$ cat src/rtl/clk_div_prog.sv
// Programmable clock divider: divided square wave, rising-edge strobe and a
// run-time divisor that is only switched in at the end of a full period.
module clk_div_prog #(
    parameter int unsigned CNT_WIDTH   = 8,
    parameter int unsigned DEFAULT_DIV = 1
) (
    input  logic                 clk_in,
    input  logic                 rst_n,
    input  logic                 en,
    input  logic [CNT_WIDTH-1:0] div_in,
    input  logic                 div_load,
    output logic                 clk_out,
    output logic                 tick,
    output logic                 busy,
    output logic                 load_err
);

    localparam logic [CNT_WIDTH-1:0] DIV_ZERO  = '0;
    localparam logic [CNT_WIDTH-1:0] DIV_RESET = CNT_WIDTH'(DEFAULT_DIV);
    localparam logic [CNT_WIDTH-1:0] CNT_ONE   = CNT_WIDTH'(1);

    logic [CNT_WIDTH-1:0] cnt_q, cnt_d;
    logic [CNT_WIDTH-1:0] active_div_q, active_div_d;
    logic [CNT_WIDTH-1:0] pending_q, pending_d;
    logic                 clk_out_q, clk_out_d;
    logic                 tick_q, tick_d;
    logic                 busy_q, busy_d;
    logic                 load_err_q, load_err_d;

    logic wrap;
    logic fall;
    logic apply;
    logic load_ok;

    always_comb begin
        wrap    = en && (cnt_q == (active_div_q - CNT_ONE));
        fall    = wrap && clk_out_q;
        apply   = fall && busy_q;
        load_ok = div_load && (div_in != DIV_ZERO);

        cnt_d        = cnt_q;
        clk_out_d    = clk_out_q;
        active_div_d = active_div_q;
        pending_d    = pending_q;
        busy_d       = busy_q;
        tick_d       = wrap && !clk_out_q;
        load_err_d   = div_load && (div_in == DIV_ZERO);

        if (en) begin
            if (wrap) begin
                cnt_d     = '0;
                clk_out_d = ~clk_out_q;
            end else begin
                cnt_d = cnt_q + CNT_ONE;
            end
        end

        // Switch only on a falling edge so the new divisor owns a whole period.
        if (apply) begin
            active_div_d = pending_q;
            busy_d       = 1'b0;
            cnt_d        = '0;
        end

        // A load on the apply edge queues behind the value being applied.
        if (load_ok) begin
            pending_d = div_in;
            busy_d    = 1'b1;
        end
    end

    always_ff @(posedge clk_in or negedge rst_n) begin
        if (!rst_n) begin
            cnt_q        <= '0;
            clk_out_q    <= 1'b0;
            tick_q       <= 1'b0;
            busy_q       <= 1'b0;
            load_err_q   <= 1'b0;
            active_div_q <= DIV_RESET;
            pending_q    <= DIV_RESET;
        end else begin
            cnt_q        <= cnt_d;
            clk_out_q    <= clk_out_d;
            tick_q       <= tick_d;
            busy_q       <= busy_d;
            load_err_q   <= load_err_d;
            active_div_q <= active_div_d;
            pending_q    <= pending_d;
        end
    end

    assign clk_out  = clk_out_q;
    assign tick     = tick_q;
    assign busy     = busy_q;
    assign load_err = load_err_q;

endmodule

$ cat config.mk
export PLATFORM = sky130hd
export DESIGN_NAME = clk_div_prog
export DESIGN_NICKNAME = d
export VERILOG_FILES = /design/src/rtl/clk_div_prog.sv
export SDC_FILE = /design/constraint.sdc
export NUM_CORES = 1
export LEC_CHECK = 0
export BUFFER_PORTS_ARGS = -buffer_cell sky130_fd_sc_hd__buf_4
export CORE_ASPECT_RATIO = 2
export CORE_MARGIN = 2
export CORE_UTILIZATION = 31
export CTS_CLUSTER_DIAMETER = 80
export CTS_CLUSTER_SIZE = 12
export DETAILED_ROUTE_END_ITERATION = 12
export GPL_TIMING_DRIVEN = 0
export HOLD_SLACK_MARGIN = 0.1
export SLEW_MARGIN = 20
export SYNTH_ARGS = -nofsm -noshare
export SYNTH_HDL_FRONTEND = slang
export SYNTH_SLANG_ARGS = --single-unit
$ cat constraint.sdc
create_clock -name clk_in -period 3.36 [get_ports clk_in]
set_clock_uncertainty 0.2 [all_clocks]
set_input_delay 0.168 -clock clk_in [delete_from_list [all_inputs] [get_ports clk_in]]
set_output_delay 0.168 -clock clk_in [all_outputs]
set_load 0.02 [all_outputs]
==> out/qor.yml, run 1 <==
status: "finished clean"
worst_pin_slew_ns: 0.7581
cts_sinks: 28
crit_chain: "buf_6, or4_1, or3_1, a211o_1, nor4_4, mux2_2"
htree_num_levels: 1
synthXorXnorAreaFrac_pct: 10.84
rows: 34
maxCapViolCount: 0
grt_pass1_vias: 1074
vias: 1022
wl_um: 2814
arrival_ns: 2.93
pin_count: 16
r2r_slack_ns: 0.39
avgSynthCellArea_um2: 10.25
setup_viol: 0
hp-class: "input pin to async pin"
yosysMostFrequentCell: "nand2_1"
hold_buffers: 10
timing.slew.headroom_pct: 49.30
synth_compound_area_share_pct: 4.372
cpLargestDelayFamily: "simple AND/OR/NAND/NOR gates"
wl_per_cell_um: 13.03
max_freq_ghz: 0.3368
critPathLaunchType: "flop"
final_cell_count_no_fill: 216
place.gp.congestion: 0.7421
dieArea_um2: 5012
fillers: 410
netlist-cell-type-count: 32
yosysTopAreaCellShare_pct: 47.36
grt_pass1_wl_um: 4995
multi_input_area_um2: 636.9
start_util_pct: 31.97
path_depth: 6
r2r-end: "active_div_q[3]"
ys_seq_elements: 28
netlist_area_um2: 1374
clockRootBuffer: "clkbuf_8"
vias_per_cell: 4.731
worstSkewPairLatency_ns: 0.28
crit_type: "flop to flop"
dp_hpwl_um: 2155
antenna_found_initial: 0
synth_largest_area_cell: "dfrtp_1"
cts-buffers-inserted: 3
first_iter_violations: 12
place_inst: 202
path_clk_slew_ns: 0.10
path_max_fanout: 8
critPathMaxStageDelay_ns: 0.58
worst-r2r-cell-count: 6
synth_fa_ha_area_share_pct: 1.821
crit_path_end_kind: "flop"
firstDrtPassIters: 4
finalHoldViolCount: 0
synthMuxAreaShare_pct: 7.286
syn_inst: 134
p_leak_nw: 0.8189
synth_flop_cell: "dfrtp_1"
ctsResizeCount: 0
grt_start_max_net_pins: 29
seq_area_um2: 703.2
tritoncts: "built"
drc_errors: 0
final_nets: 177
core_area_um2: 4297
portBuffers: 14
synth_common_cells: "nand2_1 (32), dfrtp_1 (26), xor2_1 (10)"
post-route-min-period_ns: 2.969
yosys_warnings: 0
die_h_um: 98.15
postCtsSetupBuffers: 0
yosysSeqAreaShare_pct: 51.18
syn-num-nets: 148
rsz0062_at_grt: "no"
pwr_density_cell_nw_per_um2: 464.2
finalMaxSlewViolations: 0
synthSimpleGateAreaFrac_pct: 22.04
synth_top_family_by_area: "simple AND/OR/NAND/NOR gates"
period_share_pct: 88.37
ant_nets: 0
grtUsageTotal_pct: 13.36
path_buf_inv: 1
setup_tns_ns: 0
area_growth_pct: 23.86
synth-edff-count: 0
synth.area.top_cells: "dfrtp_1 (47%), nand2_1 (8.7%), mux2_2 (6.6%)"
die_x_um: 51.07
r2r_start: "active_div_q[2]"
diodes: 0
grt_overflow: 0
crit_slowest_cell: "nor4_4"
crit_required_ns: 3.32
drive_above_1_share_pct: 19.14
synthArstFlopShare_pct: 100.0
clockBufferDepth: 2
fin_util_pct: 39.60
peakVddDrop_mv: 0.3103
[cell families (layout without fill, tap and decap cells)]
| kind of cell | Yosys count | count (layout) |
|---|---|---|
| buffers and inverters | 7 | 35 |
| XOR/XNOR | 17 | 17 |
| AO/OA/AOI/OAI | 9 | 9 |
| flip-flops | 28 | 28 |
| adder cells (fa/ha/maj) | 2 | 2 |
| multiplexers | 9 | 9 |
| AND/OR/NAND/NOR | 62 | 62 |
[per-stage QoR]
step	hold WS (ns)	worst slack, ns	power (W)	area [um2]
after global placement	-0.1073	0.3923	0.0005694	1546
final	0.1260	0.3909	0.0007899	1702
after detailed placement	-0.09628	0.3637	0.0005795	1546
after floorplan	-0.3276	0.5872	0.0005263	1374
after global routing	0.1591	0.2535	0.0008355	1702
after CTS	0.1347	0.3487	0.0007981	1702
[worst reg2reg max path, delay by kind of cell (launching register included)]
| kind | cells | cell delay [ns] |
|---|---|---|
| AO/OA/AOI/OAI | 1 | 0.39 |
| flip-flops | 1 | 0.38 |
| buffers and inverters | 1 | 0.13 |
| AND/OR/NAND/NOR | 3 | 1.36 |
| multiplexers | 1 | 0.40 |
[layer usage]
layer	track usage, %	routed length [um]	vias up
li1	-	-	510
met1	14.09	1030	492
met2	24.28	1653	14
met3	1.529	47	6
met4	7.692	82	0
met5	0	0	-
[layout make-up]
cell class                      count  area share (%)
Timing Repair Buffer               24           12.06
Sequential cell                    28           41.32
Clock buffer                        4           3.235
Multi-Input combinational cell     99           37.43
Tap cell                           54           3.971
Buffer                              3           1.103
Inverter                            4          0.8824
[report_power, final]
part / internal (W) / switching, W
Clock: 0.000105 / 0.000103
Combinational: 0.0000751 / 0.0000751
Sequential: 0.000378 / 0.0000534
Total: 0.000558 / 0.000232
[worst max path at each step]
| stage | endpoint | start | slack (ns) |
|---|---|---|---|
| 2_1_floorplan | active_div_q[1] | active_div_q[2] | 0.59 |
| 3_3_place_gp | active_div_q[7] | active_div_q[2] | 0.39 |
| 3_5_place_dp | active_div_q[7] | active_div_q[2] | 0.36 |
| 4_1_cts | active_div_q[7] | active_div_q[2] | 0.35 |
| 5_1_grt | active_div_q[2] | active_div_q[2] | 0.25 |
| 6_report | active_div_q[3] | active_div_q[2] | 0.39 |
[cell usage in the layout (no fill, tap or decap), types with 2 or more instances in the layout]
master,Yosys,routed
nand2_1,32,32
nand3_1,2,2
inv_1,4,4
dfrtp_1,26,26
and3_1,3,3
ha_1,2,2
nor2_1,9,9
xnor2_1,7,7
a21oi_1,2,2
clkbuf_1,2,2
buf_4,0,14
dfstp_2,2,2
dlygate4sd3_1,0,10
xor2_1,10,10
nor4_1,4,4
mux2_2,8,8
clkbuf_8,0,4
nand4_1,2,2
nor3_1,3,3
[flip-flops by register name, summed over array words and instances, names as in the netlist]
signal and count:
active_div_q 8, cnt_q 8, pending_q 8, busy 1, clk_out 1, load_err 1
tick 1
No activity file was read; power rests on OpenSTA's default activity.
==> inputs of run 2 (changes only) <==
- CTS_BUF_LIST: not set -> sky130_fd_sc_hd__clkbuf_2
==> out/qor.yml, run 2 (synthesized netlist as in run 1, its figures left out) <==
status: "finished clean"  # unchanged
htree_num_levels: 1  # unchanged
firstDrtPassIters: 2  # was 4
drc_errors: 0  # unchanged
period_share_pct: 89.00  # was 88.37%
hold_buffers: 29  # was 10
finalMaxSlewViolations: 0  # unchanged
pwr_density_cell_nw_per_um2: 393.4  # was 464.2 nW/um2
fin_ws_ns: 0.3698  # was 0.3909 ns
dieArea_um2: 5012  # unchanged
final_nets: 196  # was 177
crit_required_ns: 3.45  # was 3.32 ns
crit_path_end_kind: "flop"  # unchanged
critPathMaxStageDelay_ns: 0.58  # about the same
ant_nets: 0  # unchanged
grt_pass1_wl_um: 5561  # was 4995 um
arrival_ns: 3.08  # was 2.93 ns
min_from: "pending_q[5]"
pin_count: 16  # unchanged
cp-startpoint: "active_div_q[2]"  # unchanged
placed_area_um2: 1546  # unchanged
r2r_start: "active_div_q[2]"  # unchanged
rows: 34  # unchanged
area_growth_pct: 35.79  # was 23.86%
diodes: 0  # unchanged
cts_sinks: 28  # unchanged
cts-buffers-inserted: 3  # unchanged
finalHoldViolCount: 0  # unchanged
rsz0062_at_grt: "no"  # unchanged
vias: 1118  # was 1,022
critPathLaunchType: "flop"  # unchanged
die_x_um: 51.07  # unchanged
timing.slew.headroom_pct: 49.39  # was 49.30%
setup_viol: 0  # unchanged
worst_pin_slew_ns: 0.7567  # was 0.7581 ns
post-route-min-period_ns: 2.990  # was 2.969 ns
portBuffers: 14  # unchanged
wl_per_cell_um: 13.43  # was 13.03 um
path_max_fanout: 8  # unchanged
dp_hpwl_um: 2155  # unchanged
design_power_total_w: 0.0007340  # was 0.0007899 W
hp-class: "flop to flop"  # was input pin to async pin
wl_um: 3156  # was 2814 um
crit_chain: "buf_6, or4_1, or3_1, a211o_1, nor4_4, mux2_2"  # unchanged
grt_pass1_vias: 1188  # was 1,074
final_common_cell: "nand2_1"  # unchanged
final_cell_mix: "nand2_1 (32), dlygate4sd3_1 (28), dfrtp_1 (26), buf_4 (14), xor2_1 (10)"  # was nand2_1 (32), dfrtp_1 (26), buf_4 (14), xor2_1 (10), dlygate4sd3_1 (10)
worstSkewPairLatency_ns: 0.37  # was 0.28 ns
grtUsageTotal_pct: 14.62  # was 13.36%
drive_above_1_share_pct: 17.13  # was 19.14%
crit_type: "flop to flop"  # unchanged
core_area_um2: 4297  # unchanged
path_clk_slew_ns: 0.26  # was 0.10 ns
start_util_pct: 31.97  # unchanged
die_h_um: 98.15  # unchanged
maxCapViolCount: 0  # unchanged
first_iter_violations: 8  # was 12
crit_slowest_cell: "nor4_4"  # unchanged
top_regs: "active_div_q (8), cnt_q (8), pending_q (8)"  # unchanged
place.gp.congestion: 0.7421  # unchanged
max_freq_ghz: 0.3344  # was 0.3368 GHz
antenna_found_initial: 0  # unchanged
ctsResizeCount: 0  # unchanged
clockRootBuffer: "clkbuf_2"  # was clkbuf_8
hold_slack_ns: 0.3376  # was 0.1260 ns
postCtsSetupBuffers: 0  # unchanged
grt_overflow: 0  # unchanged
preCtsSetupSlack_ns: 0.3637  # unchanged
p_leak_nw: 0.8821  # was 0.8189 nW
tritoncts: "built"  # unchanged
grt_start_max_net_pins: 27  # was 29
peakVddDrop_mv: 0.2380  # was 0.3103 mV
setup_tns_ns: 0  # unchanged
clockBufferDepth: 2  # unchanged
stdcell_area_um2: 1866  # was 1702 um2
vias_per_cell: 4.757  # was 4.731
[run 2: cell count changes in the layout (fill, tap and decap cells not counted), sizes merged]
cell         previous run  this run
buf                    15        16
clkbuf                  6         5
clkinv                  0         1
dlygate4sd3            10        28
[run 2: worst paths after layout]
check	end	slack, ns	cells after the start
worst max register to register	active_div_q[2]	0.37	6
worst max-delay path	active_div_q[2]	0.37	6
worst min-delay path	active_div_q[5]	0.34	1
min in group asynchronous	clk_out	0.60	4
worst min register to register	active_div_q[5]	0.34	1
max in group asynchronous	pending_q[3]	2.20	4
[run 2: critical path: cells and delay by family, from the launching register on]
kind	cells	cell delay (ns)
and+or+nand+nor	3	1.36
DFF	1	0.43
muxes	1	0.40
AOI/OAI and AO/OA	1	0.39
buffers and inverters	1	0.13
[run 2: final cells by class]
cell class	instances	area, um2
buffer	3	18.77
multi-input combinational	99	636.9
sequential	28	703.2
tap	54	67.56
fill	392	2431
clock inverter	1	3.754
inverter	4	15.01
timing repair buffer	43	405.4
clock buffer	3	15.01
[run 2: power breakdown]
| group | total, W | switching, W | internal (W) |
|---|---|---|---|
| sequential | 0.000432 | 0.0000543 | 0.000378 |
| clock | 0.000125 | 0.0000989 | 0.0000258 |
| combinational | 0.000177 | 0.0000809 | 0.0000959 |
[run 2: per-layer routing]
layer  track usage, %  vias to the layer above  part of all wire, %
li1                 -                      549                    -
met5                0                        -                    0
met1            16.04                      548                   37
met3            1.223                        6                  1.6
met2            27.27                       15                   59
met4            6.237                        0                  2.0
[run 2: through the flow]
step	util (%)	cells
2_1_floorplan	-	134
3_3_place_gp	35.99	202
5_1_grt	43.42	235
3_5_place_dp	35.99	202
4_1_cts	43.42	235
6_report	43.42	235
